[src/rtl/midi_byte_parser.sv]
// MIDI byte-stream parser: turns raw UART bytes into channel messages and a
// framed sysex payload FIFO, with running status, real-time filtering and backpressure.
module midi_byte_parser #(
  parameter int SYSEX_DEPTH = 16
) (
  input  logic       aclk,
  input  logic       aresetn,
  input  logic [7:0] in_data,
  input  logic       in_valid,
  output logic       in_ready,
  output logic [3:0] midi_out_midi_cmd,
  output logic [3:0] midi_out_midi_ch,
  output logic [6:0] midi_out_midi_data1,
  output logic [6:0] midi_out_midi_data2,
  output logic       midi_out_midi_valid,
  input  logic       midi_out_midi_rd,
  input  logic       midi_out_midi_busy,
  output logic [7:0] midi_out_sysex_data,
  output logic       midi_out_sysex_valid,
  input  logic       midi_out_sysex_rd,
  input  logic       midi_out_sysex_busy,
  output logic       midi_out_sysex_last,
  output logic [7:0] orphan_cnt
);
  // Handshake: a byte transfers on any rising clock edge where in_valid && in_ready;
  // in_ready is derived only from internal state and the consumer busy inputs.

  localparam int AW = $clog2(SYSEX_DEPTH);
  localparam logic [AW:0] PTR_ONE = 1;

  typedef enum logic [1:0] {IDLE, WAIT_D1, WAIT_D2, SYSEX} state_t;

  state_t      state, state_nx;
  logic [3:0]  rs_cmd, rs_cmd_nx, rs_ch, rs_ch_nx;
  logic [6:0]  d1_q, d1_nx;
  logic [7:0]  stg_data, stg_data_nx;
  logic        stg_full, stg_full_nx;
  logic        ready_en;
  logic        accept, load, push, push_last, orphan_inc;
  logic [6:0]  load_d1, load_d2;
  logic [7:0]  push_data;

  logic [8:0]  mem [SYSEX_DEPTH];
  logic [AW:0] wptr, rptr;
  logic        fifo_full, fifo_empty, pop;
  logic [8:0]  head;

  assign fifo_empty = (wptr == rptr);
  assign fifo_full  = (wptr[AW] != rptr[AW]) && (wptr[AW-1:0] == rptr[AW-1:0]);
  assign pop        = midi_out_sysex_rd && !fifo_empty;
  assign head       = mem[rptr[AW-1:0]];

  // ready_en keeps in_ready low while reset is held and for the first cycle after
  assign in_ready = ready_en && !midi_out_midi_valid && !fifo_full
                    && !midi_out_midi_busy && !midi_out_sysex_busy;
  assign accept   = in_valid && in_ready;

  assign midi_out_sysex_valid = !fifo_empty;
  assign midi_out_sysex_data  = fifo_empty ? 8'h00 : head[7:0];
  assign midi_out_sysex_last  = fifo_empty ? 1'b0  : head[8];

  always_comb begin
    state_nx    = state;
    rs_cmd_nx   = rs_cmd;
    rs_ch_nx    = rs_ch;
    d1_nx       = d1_q;
    stg_data_nx = stg_data;
    stg_full_nx = stg_full;
    load        = 1'b0;
    load_d1     = (state == WAIT_D2) ? d1_q : in_data[6:0];
    load_d2     = 7'd0;
    push        = 1'b0;
    push_data   = stg_data;
    push_last   = 1'b0;
    orphan_inc  = 1'b0;
    if (accept) begin
      if (in_data[7:3] == 5'b11111) begin
        // real-time bytes pass through without touching any parser state
      end else if (!in_data[7]) begin
        case (state)
          IDLE:    orphan_inc = 1'b1;
          WAIT_D1: begin
            d1_nx = in_data[6:0];
            if (rs_cmd == 4'hC || rs_cmd == 4'hD) load = 1'b1;
            else state_nx = WAIT_D2;
          end
          WAIT_D2: begin
            load     = 1'b1;
            load_d2  = in_data[6:0];
            state_nx = WAIT_D1;
          end
          default: begin
            push        = stg_full;
            stg_data_nx = in_data;
            stg_full_nx = 1'b1;
          end
        endcase
      end else if (in_data == 8'hF7) begin
        if (state == SYSEX) begin
          push        = stg_full;
          push_last   = 1'b1;
          stg_full_nx = 1'b0;
          state_nx    = IDLE;
        end
      end else begin
        // any other status closes an open sysex, marking the held byte as final
        if (state == SYSEX) begin
          push      = stg_full;
          push_last = 1'b1;
        end
        stg_full_nx = 1'b0;
        if (in_data[7:4] != 4'hF) begin
          rs_cmd_nx = in_data[7:4];
          rs_ch_nx  = in_data[3:0];
          state_nx  = WAIT_D1;
        end else begin
          rs_cmd_nx = 4'h0;
          rs_ch_nx  = 4'h0;
          state_nx  = (in_data == 8'hF0) ? SYSEX : IDLE;
        end
      end
    end
  end

  always_ff @(posedge aclk or negedge aresetn) begin
    if (!aresetn) begin
      state    <= IDLE;
      rs_cmd   <= 4'h0;
      rs_ch    <= 4'h0;
      d1_q     <= 7'd0;
      stg_data <= 8'h00;
      stg_full <= 1'b0;
      ready_en <= 1'b0;
    end else begin
      state    <= state_nx;
      rs_cmd   <= rs_cmd_nx;
      rs_ch    <= rs_ch_nx;
      d1_q     <= d1_nx;
      stg_data <= stg_data_nx;
      stg_full <= stg_full_nx;
      ready_en <= 1'b1;
    end
  end

  always_ff @(posedge aclk or negedge aresetn) begin
    if (!aresetn) begin
      midi_out_midi_valid <= 1'b0;
      midi_out_midi_cmd   <= 4'h0;
      midi_out_midi_ch    <= 4'h0;
      midi_out_midi_data1 <= 7'd0;
      midi_out_midi_data2 <= 7'd0;
      orphan_cnt          <= 8'd0;
    end else begin
      if (load) begin
        midi_out_midi_valid <= 1'b1;
        midi_out_midi_cmd   <= rs_cmd;
        midi_out_midi_ch    <= rs_ch;
        midi_out_midi_data1 <= load_d1;
        midi_out_midi_data2 <= load_d2;
      end else if (midi_out_midi_rd && midi_out_midi_valid) begin
        midi_out_midi_valid <= 1'b0;
      end
      if (orphan_inc && orphan_cnt != 8'hFF) orphan_cnt <= orphan_cnt + 8'd1;
    end
  end

  always_ff @(posedge aclk or negedge aresetn) begin
    if (!aresetn) begin
      wptr <= '0;
      rptr <= '0;
    end else begin
      if (push) wptr <= wptr + PTR_ONE;
      if (pop)  rptr <= rptr + PTR_ONE;
    end
  end

  always_ff @(posedge aclk) begin
    if (push) mem[wptr[AW-1:0]] <= {push_last, push_data};
  end

endmodule

[config.mk]
export PLATFORM = sky130hd
export DESIGN_NAME = midi_byte_parser
export DESIGN_NICKNAME = d
export VERILOG_FILES = /design/src/rtl/midi_byte_parser.sv
export SDC_FILE = /design/constraint.sdc
export NUM_CORES = 1
export LEC_CHECK = 0
export ABC_CLOCK_PERIOD_IN_PS = 2700
export CAP_MARGIN = 15
export CORE_MARGIN = 10
export CORE_UTILIZATION = 40
export DETAILED_ROUTE_END_ITERATION = 6
export PLACE_DENSITY_LB_ADDON = 0.12
export RECOVER_POWER = 50
export SETUP_SLACK_MARGIN = 0.4
export SLEW_MARGIN = 20
export SYNTH_ARGS = -nofsm -noshare
export SYNTH_HDL_FRONTEND = slang
export SYNTH_SLANG_ARGS = --single-unit
[constraint.sdc]
create_clock -name aclk -period 2.7 [get_ports aclk]
set_clock_uncertainty 0.2 [all_clocks]
set_input_delay 0.27 -clock aclk [delete_from_list [all_inputs] [get_ports aclk]]
set_output_delay 0.27 -clock aclk [all_outputs]
set_load 0.005 [all_outputs]
* After elaboration in Yosys (flattened, before gate mapping)
Memory sizes are Yosys's and may differ from the RTL's.
Cells that the tools add are included.
W data, S select, Z words.
** Storage, ports and cells
- Logic and storage cells :: 105
- Flip-flop bits (word level) :: 67
- Bits in writable memories :: 128
- Memories :: 1
** Memories
- mem :: words 16, width 8, read ports 1, clocked after memory_dff 0, wr ports 1, RTL line 43 : logic [8:0] mem [SYSEX_DEPTH];
** Operators by class
- Bitwise gates (word level) :: 4
- $add $sub $neg :: 3
- Equal/unequal tests :: 16
- Mux-type cells :: 42
- Reduce and logical (&&, ||, !) cells :: 24
** Operators with widths (count)
- $mux W7 :: 5
- $mux W1 :: 26
- $eq A8 B8 Y1 const B :: 2
- $reduce_and A4 Y1 :: 4
- $mux W2 :: 6
- $add A5 B1 Y5 const B :: 2
- $logic_and A1 B1 Y1 :: 9
- $add A8 B1 Y8 const B :: 1
- $eq A4 B4 Y1 const B :: 2
- $mux W4 :: 2
- $mux W8 :: 1
- $ne A8 B8 Y1 const B :: 1
- $eq A5 B5 Y1 :: 1
- $eq A5 B5 Y1 const B :: 1
- $logic_not A1 Y1 :: 5
- $reduce_and A5 Y1 :: 1
- $eq A2 B2 Y1 const B :: 2
- $eq A4 B4 Y1 :: 1
- $ne A4 B4 Y1 const B :: 1
- $not A1 Y1 :: 4
- $pmux W2 S2 :: 1
- $ne A3 B2 Y1 const B :: 1
- $ne A3 B3 Y1 const B :: 1
- $reduce_bool A3 Y1 :: 1
- 8 further kinds :: 8

* Longest topological paths before layout
- Word-level depth :: 10
- Gate-level depth with buffers :: 9
- Mapped depth without buffers :: 7

* Worst setup path after synthesis
OpenSTA, ideal clock, no wires.
- Path kind :: reg-to-reg
- Start :: reg midi_out_midi_valid
- End :: mem mem[13][0] in the netlist's numbering (enable)
- Arrival time :: 2.021 ns
- Stages on the path, launching flop included :: 8
- Setup slack :: 0.096 ns
- Library setup time :: 0.383 ns
- Period minus slack after synthesis :: 2.604 ns
- Required time :: 2.117 ns
- Cell sequence :: dfrtp_1 nor4b_2 and2_1 o21ai_2 buf_6 buf_6 buf_2 nor3_1
** Between the ends
- Longest elaborated chain between the ends :: 9
** Ends and longest elaborated chain
- start, declared :: RTL line 15 : output logic midi_out_midi_valid,
- start signal, assigned :: RTL line 147 : midi_out_midi_valid <= 1'b0;
- start signal, assigned :: RTL line 155 : midi_out_midi_valid <= 1'b1;
- start signal, assigned :: RTL line 161 : midi_out_midi_valid <= 1'b0;
- $logic_not A1 Y1 :: RTL line 54 : assign in_ready = ready_en && !midi_out_midi_valid && !fifo_full
- $logic_and A1 B1 Y1 (2 in series) :: RTL line 54
- $logic_and A1 B1 Y1 (2 in series) :: RTL line 55 : && !midi_out_midi_busy && !midi_out_sysex_busy;
- $logic_and A1 B1 Y1 :: RTL line 56 : assign accept = in_valid && in_ready;
- $mux W1 :: RTL line 76 : if (accept) begin
- $mux W1 :: RTL line 178 : if (push) mem[wptr[AW-1:0]] <= {push_last, push_data};
- $mux W1 (implied by the code) :: RTL line 178
- end, declared :: RTL line 43
No other way between the ends.

* Final worst setup path
- Start :: reg rptr[0]
- End :: out midi_out_sysex_data[1]
** Between the ends
- Longest elaborated chain between the ends :: 2
- Elaborated cells on any way between the ends :: 3
** Ends and longest elaborated chain
- start, declared :: RTL line 44 : logic [AW:0] wptr, rptr;
- start signal, assigned :: RTL line 173 : if (pop) rptr <= rptr + PTR_ONE;
- $mem_v2 Z16 W8 or $eq A5 B5 Y1 (tied branches)
- $mux W8 * :: RTL line 59 : assign midi_out_sysex_data = fifo_empty ? 8'h00 : head[7:0];
- end, declared :: RTL line 18 : output logic [7:0] midi_out_sysex_data,
Every way passes the cells marked *; elsewhere a longest branch is shown, timed or not.

==> results <==
- The run finished, with violations left.
- The final reports fail on capacitance limit, slew limit.
- The number of cells on the worst reg-to-reg path is 11.
- After synthesis, the mean cell area works out to ~16 um2.
- The post-synthesis cell type with the largest combined area is sky130_fd_sc_hd__edfxtp_1.
- Measured along the y axis, the die boundary spans 162 um.
- Summed over all cells, the static leakage comes to about 4.3 nW.
- The total CTS buffers is 17.
- The number of cells after detailed placement is between 800 and 900.
- The final HPWL from detailed placement is between 10000 and 15000 um.
- In this run the clock root is driven by a sky130_fd_sc_hd__clkbuf_16.
- The sequential element share of the synthesized area is 0.683.
- The critical path in this run is classified as flip-flop to primary output.
- The number of distinct library cells after synthesis is 51.
- The most frequent cell after synthesis is sky130_fd_sc_hd__edfxtp_1.
- The floorplan has around 50 rows.
- The worst relative slew slack is -0.166.
- The clock sink count is 195.
- From synthesis to final layout, the design area changed by 37.2%.
- The share of async-settable or async-resettable flops after synthesis is 0.344.
- In the final routed layout, each cell accounts on average for 21.3 um.
- The routability congestion estimate from global placement is between 0.7 and 0.8.
- The number of antenna violations at the first check in global routing was 0.
- The critical path launch point is rptr[0].
- The die width is 162 um.
- The setup violation total in the final timing report is 0.
- The die covers around 0.026 mm2.
- The count of pins over their slew limit is 31.
- The max-cap check violation count is 1.
- For this run the aggregate overflow at the end of global routing stands at 0.
- The worst setup path is launched from a flip-flop.
- The initial utilization of the core area, before any placement, comes to 0.412.
- The count of boundary I/O pins is between 50 and 60.
- The worst setup path is captured at a primary output.
- The final number of hold-violating endpoints came to 0.
- The net count of the finished layout is 671.
- The commonest cells after synthesis are sky130_fd_sc_hd__edfxtp_1, sky130_fd_sc_hd__dfrtp_1, sky130_fd_sc_hd__nand2_1, sky130_fd_sc_hd__mux4_2, sky130_fd_sc_hd__o21ai_0.
- The critical path ends at midi_out_sysex_data[1].
- Synthesis handed over a netlist of between 500 and 600 instances.
- The final worst-path cycle share is 0.969.
- The reg-to-reg critical path startpoint is rptr[0].
- In this run, the number of DRC markers left after iteration 0 of detailed routing was between 200 and 300.
- The total cell area at the placement stage is approximately 0.0094 mm2.
- The power density of the placed cells is around 830 mW/mm2.
- Clock latency on the worst-skew pair, taken at its later pin, is around 0.43 ns.
- IR analysis of the VDD net gives a maximum drop of between 0.0004 and 0.0005 V.
- The arrival time at the worst endpoint is 2.15 ns.
- The wire length of the first global-routing pass is between 30000 and 40000 um.
- The repair_antennas step left the layout with diodes totalling 0.
- Setup repair after global routing could not meet its margin everywhere.
- The most used flip-flop cell after synthesis is sky130_fd_sc_hd__edfxtp_1.
- After synthesis the cells add up to a little over 0.008 mm2.
- Fill cells in the final layout number about 1600.
- The longest clock path from root to sink contains 2 buffers.
- Input and output buffers added on the ports amount to 55.
- In the post-synthesis netlist, the biggest area contributors are sky130_fd_sc_hd__edfxtp_1, sky130_fd_sc_hd__dfrtp_1, sky130_fd_sc_hd__mux4_2.
- The vias per cell is ~5.2.
- The number of vias after detailed routing is between 4000 and 5000.
- The synthesized flop and latch total is between 150 and 200.
- For this block, the routed nets add up to between 15000 and 20000 um of wire.
- For the finished layout, the period the worst path requires is 2.62 ns.
- The overall global routing resource usage is 0.153.
- The worst register-to-register path has a setup slack of roughly 0.18 ns.
- For this run, the detailed router's first-pass iteration total came to 4.
- The total area inside the core boundary comes to slightly below 0.02 mm2.
- In this run, synthesis inferred around 130 flip-flops with an integrated enable.
- The largest fanout on the critical path is 7.
- The slew at the pin closest to its max-slew limit is roughly 1.7 ns.
- The clock tree from TritonCTS is built.
- The count of unresolved DRC violations after routing is 0.
- The critical register-to-register path endpoint is mem[9][4].
- The count of synthesis-stage warnings from yosys is 0.
- The final non-filler cell total is 924.
- The number of levels in the clock H-tree is 4.
- The clock input transition at the sequential cells of the worst setup and hold paths is 0.07 ns.
- The class of the tightest hold or removal check is input pin to flip-flop.
- On the final layout, the worst hold slack is approximately 0.19 ns.
- The via count of the first global-routing pass was 5189.
- The fraction of final layout cells with drive strength greater than 1 is 0.379.
- The endpoint required time on the critical path is around 2.2 ns.
- The fraction of synthesized cell area taken by the top area cell type is 0.475.
- The top achievable clock speed is 0.382 GHz.
- The largest net degree at the start of global routing is 38.
- The residual antenna-violating net count after detailed routing is 0.
- When the netlist entered floorplanning its net count stood at 531.
- The finished layout cell area is roughly 0.011 mm2.
==> metal layers <==
layer | up-vias | share of wire | track usage
li1 | 2208 | - | -
met5 | - | 0 | 0
met4 | 0 | 0.011 | 0.0405
met1 | 2516 | 0.45 | 0.204
met2 | 102 | 0.51 | 0.250
met3 | 16 | 0.032 | 0.0308
==> layout by cell type (no fill, tap or decap), types with 10 or more instances in the layout <==
| master | count |
|---|---|
| sky130_fd_sc_hd__edfxtp_1 | 128 |
| sky130_fd_sc_hd__dfrtp_1 | 66 |
| sky130_fd_sc_hd__nand2_1 | 40 |
| sky130_fd_sc_hd__buf_6 | 36 |
| sky130_fd_sc_hd__mux4_2 | 32 |
| sky130_fd_sc_hd__dlygate4sd3_1 | 32 |
| sky130_fd_sc_hd__buf_4 | 25 |
| sky130_fd_sc_hd__clkbuf_16 | 21 |
| sky130_fd_sc_hd__mux2_4 | 19 |
| sky130_fd_sc_hd__o21ai_1 | 16 |
| sky130_fd_sc_hd__inv_1 | 15 |
| sky130_fd_sc_hd__buf_12 | 15 |
| sky130_fd_sc_hd__mux2i_1 | 13 |
| sky130_fd_sc_hd__clkdlybuf4s50_1 | 13 |
| sky130_fd_sc_hd__a22oi_2 | 12 |
| sky130_fd_sc_hd__nor3_4 | 11 |
| sky130_fd_sc_hd__xor2_1 | 10 |
| sky130_fd_sc_hd__ha_1 | 10 |
==> sequential cells by signal, indices dropped and copies added (netlist names) <==
| signal | count |
|---|---|
| state | 2 |
| wptr | 5 |
| mem | 128 |
| midi_out_midi_data1 | 7 |
| rptr | 5 |
| midi_out_midi_cmd | 4 |
| ready_en | 1 |
| midi_out_midi_data2 | 7 |
| midi_out_midi_ch | 4 |
| rs_ch | 4 |
| push_data | 7 |
| orphan_cnt | 8 |
| rs_cmd | 4 |
| stg_full | 1 |
| midi_out_midi_valid | 1 |
| d1_q | 7 |
==> cell families (layout without fill, tap and decap cells) <==
group                      Yosys count  in the layout  synth area share
muxes                               66             66             0.135
AOI/OAI and AO/OA                   59             59            0.0452
adders and majority gates           10             10            0.0155
DFF                                195            195             0.683
buffers and inverters               40            193            0.0226
other                                2              2          0.000929
and+or+nand+nor                    114            114            0.0763
xor gates and xnor gates            20             20            0.0217
==> final cells by class <==
cell class | count | area (um2) | area share
tap | 265 | 332 | 0.0299
clock buffer | 17 | 425 | 0.0383
timing repair buffer | 145 | 1710 | 0.154
sequential | 195 | 5520 | 0.498
inverter | 16 | 62.6 | 0.00564
clock inverter | 15 | 184 | 0.0166
multi-input combinational | 271 | 2860 | 0.258
==> critical path: stages, from the launching register on <==
cell                      delay [ns]
sky130_fd_sc_hd__dfrtp_2        0.38
sky130_fd_sc_hd__buf_12         0.15
sky130_fd_sc_hd__buf_12         0.11
sky130_fd_sc_hd__buf_16         0.12
sky130_fd_sc_hd__mux4_2         0.53
sky130_fd_sc_hd__a22oi_2        0.19
sky130_fd_sc_hd__a21oi_2        0.09
sky130_fd_sc_hd__buf_2          0.14
==> through the flow <==
stage | util | TNS [ns] | power (mW) | setup WS [ns]
after floorplan | - | 0 | 5.12 | 0.301
after global placement | 0.479 | -0.0808 | 6.27 | -0.0101
after detailed placement | 0.479 | -3.19 | 6.31 | -0.0645
after CTS | 0.548 | 0 | 9.26 | 0.0319
after global routing | 0.564 | 0 | 9.70 | 0.0190
final | 0.564 | 0 | 9.21 | 0.0845
==> how the worst min path moves through the flow <==
stage                     slack, ns              from                      to  depth (start not counted)
after floorplan               -0.23           aresetn                 d1_q[0]                          0
after global placement         0.16           aresetn  midi_out_midi_data2[4]                          1
after detailed placement       0.16           aresetn  midi_out_midi_data2[4]                          1
after CTS                      0.18  midi_out_midi_rd     midi_out_midi_valid                          2
after global routing           0.17  midi_out_midi_rd     midi_out_midi_valid                          2
final                          0.19  midi_out_midi_rd     midi_out_midi_valid                          2
==> report_power, final <==
| group | switching, mW | internal, mW |
|---|---|---|
| logic | 1.33 | 1.55 |
| clock network | 1.19 | 1.41 |
| registers | 0.277 | 3.46 |
| total | 2.79 | 6.42 |
==> repair_timing <==
| action | 4_1_cts | 5_1_grt |
|---|---|---|
| endpoints found under the setup margin | 169 | 215 |
| gates cloned | 5 | 6 |
| pin swaps | 42 | 16 |
| setup buffers | 19 | 5 |
| hold buffers | 1 | 0 |
| resized for setup | 146 | 68 |
| hold endpoints to repair | 30 | 0 |
No activity file was read; power rests on OpenSTA's default activity.
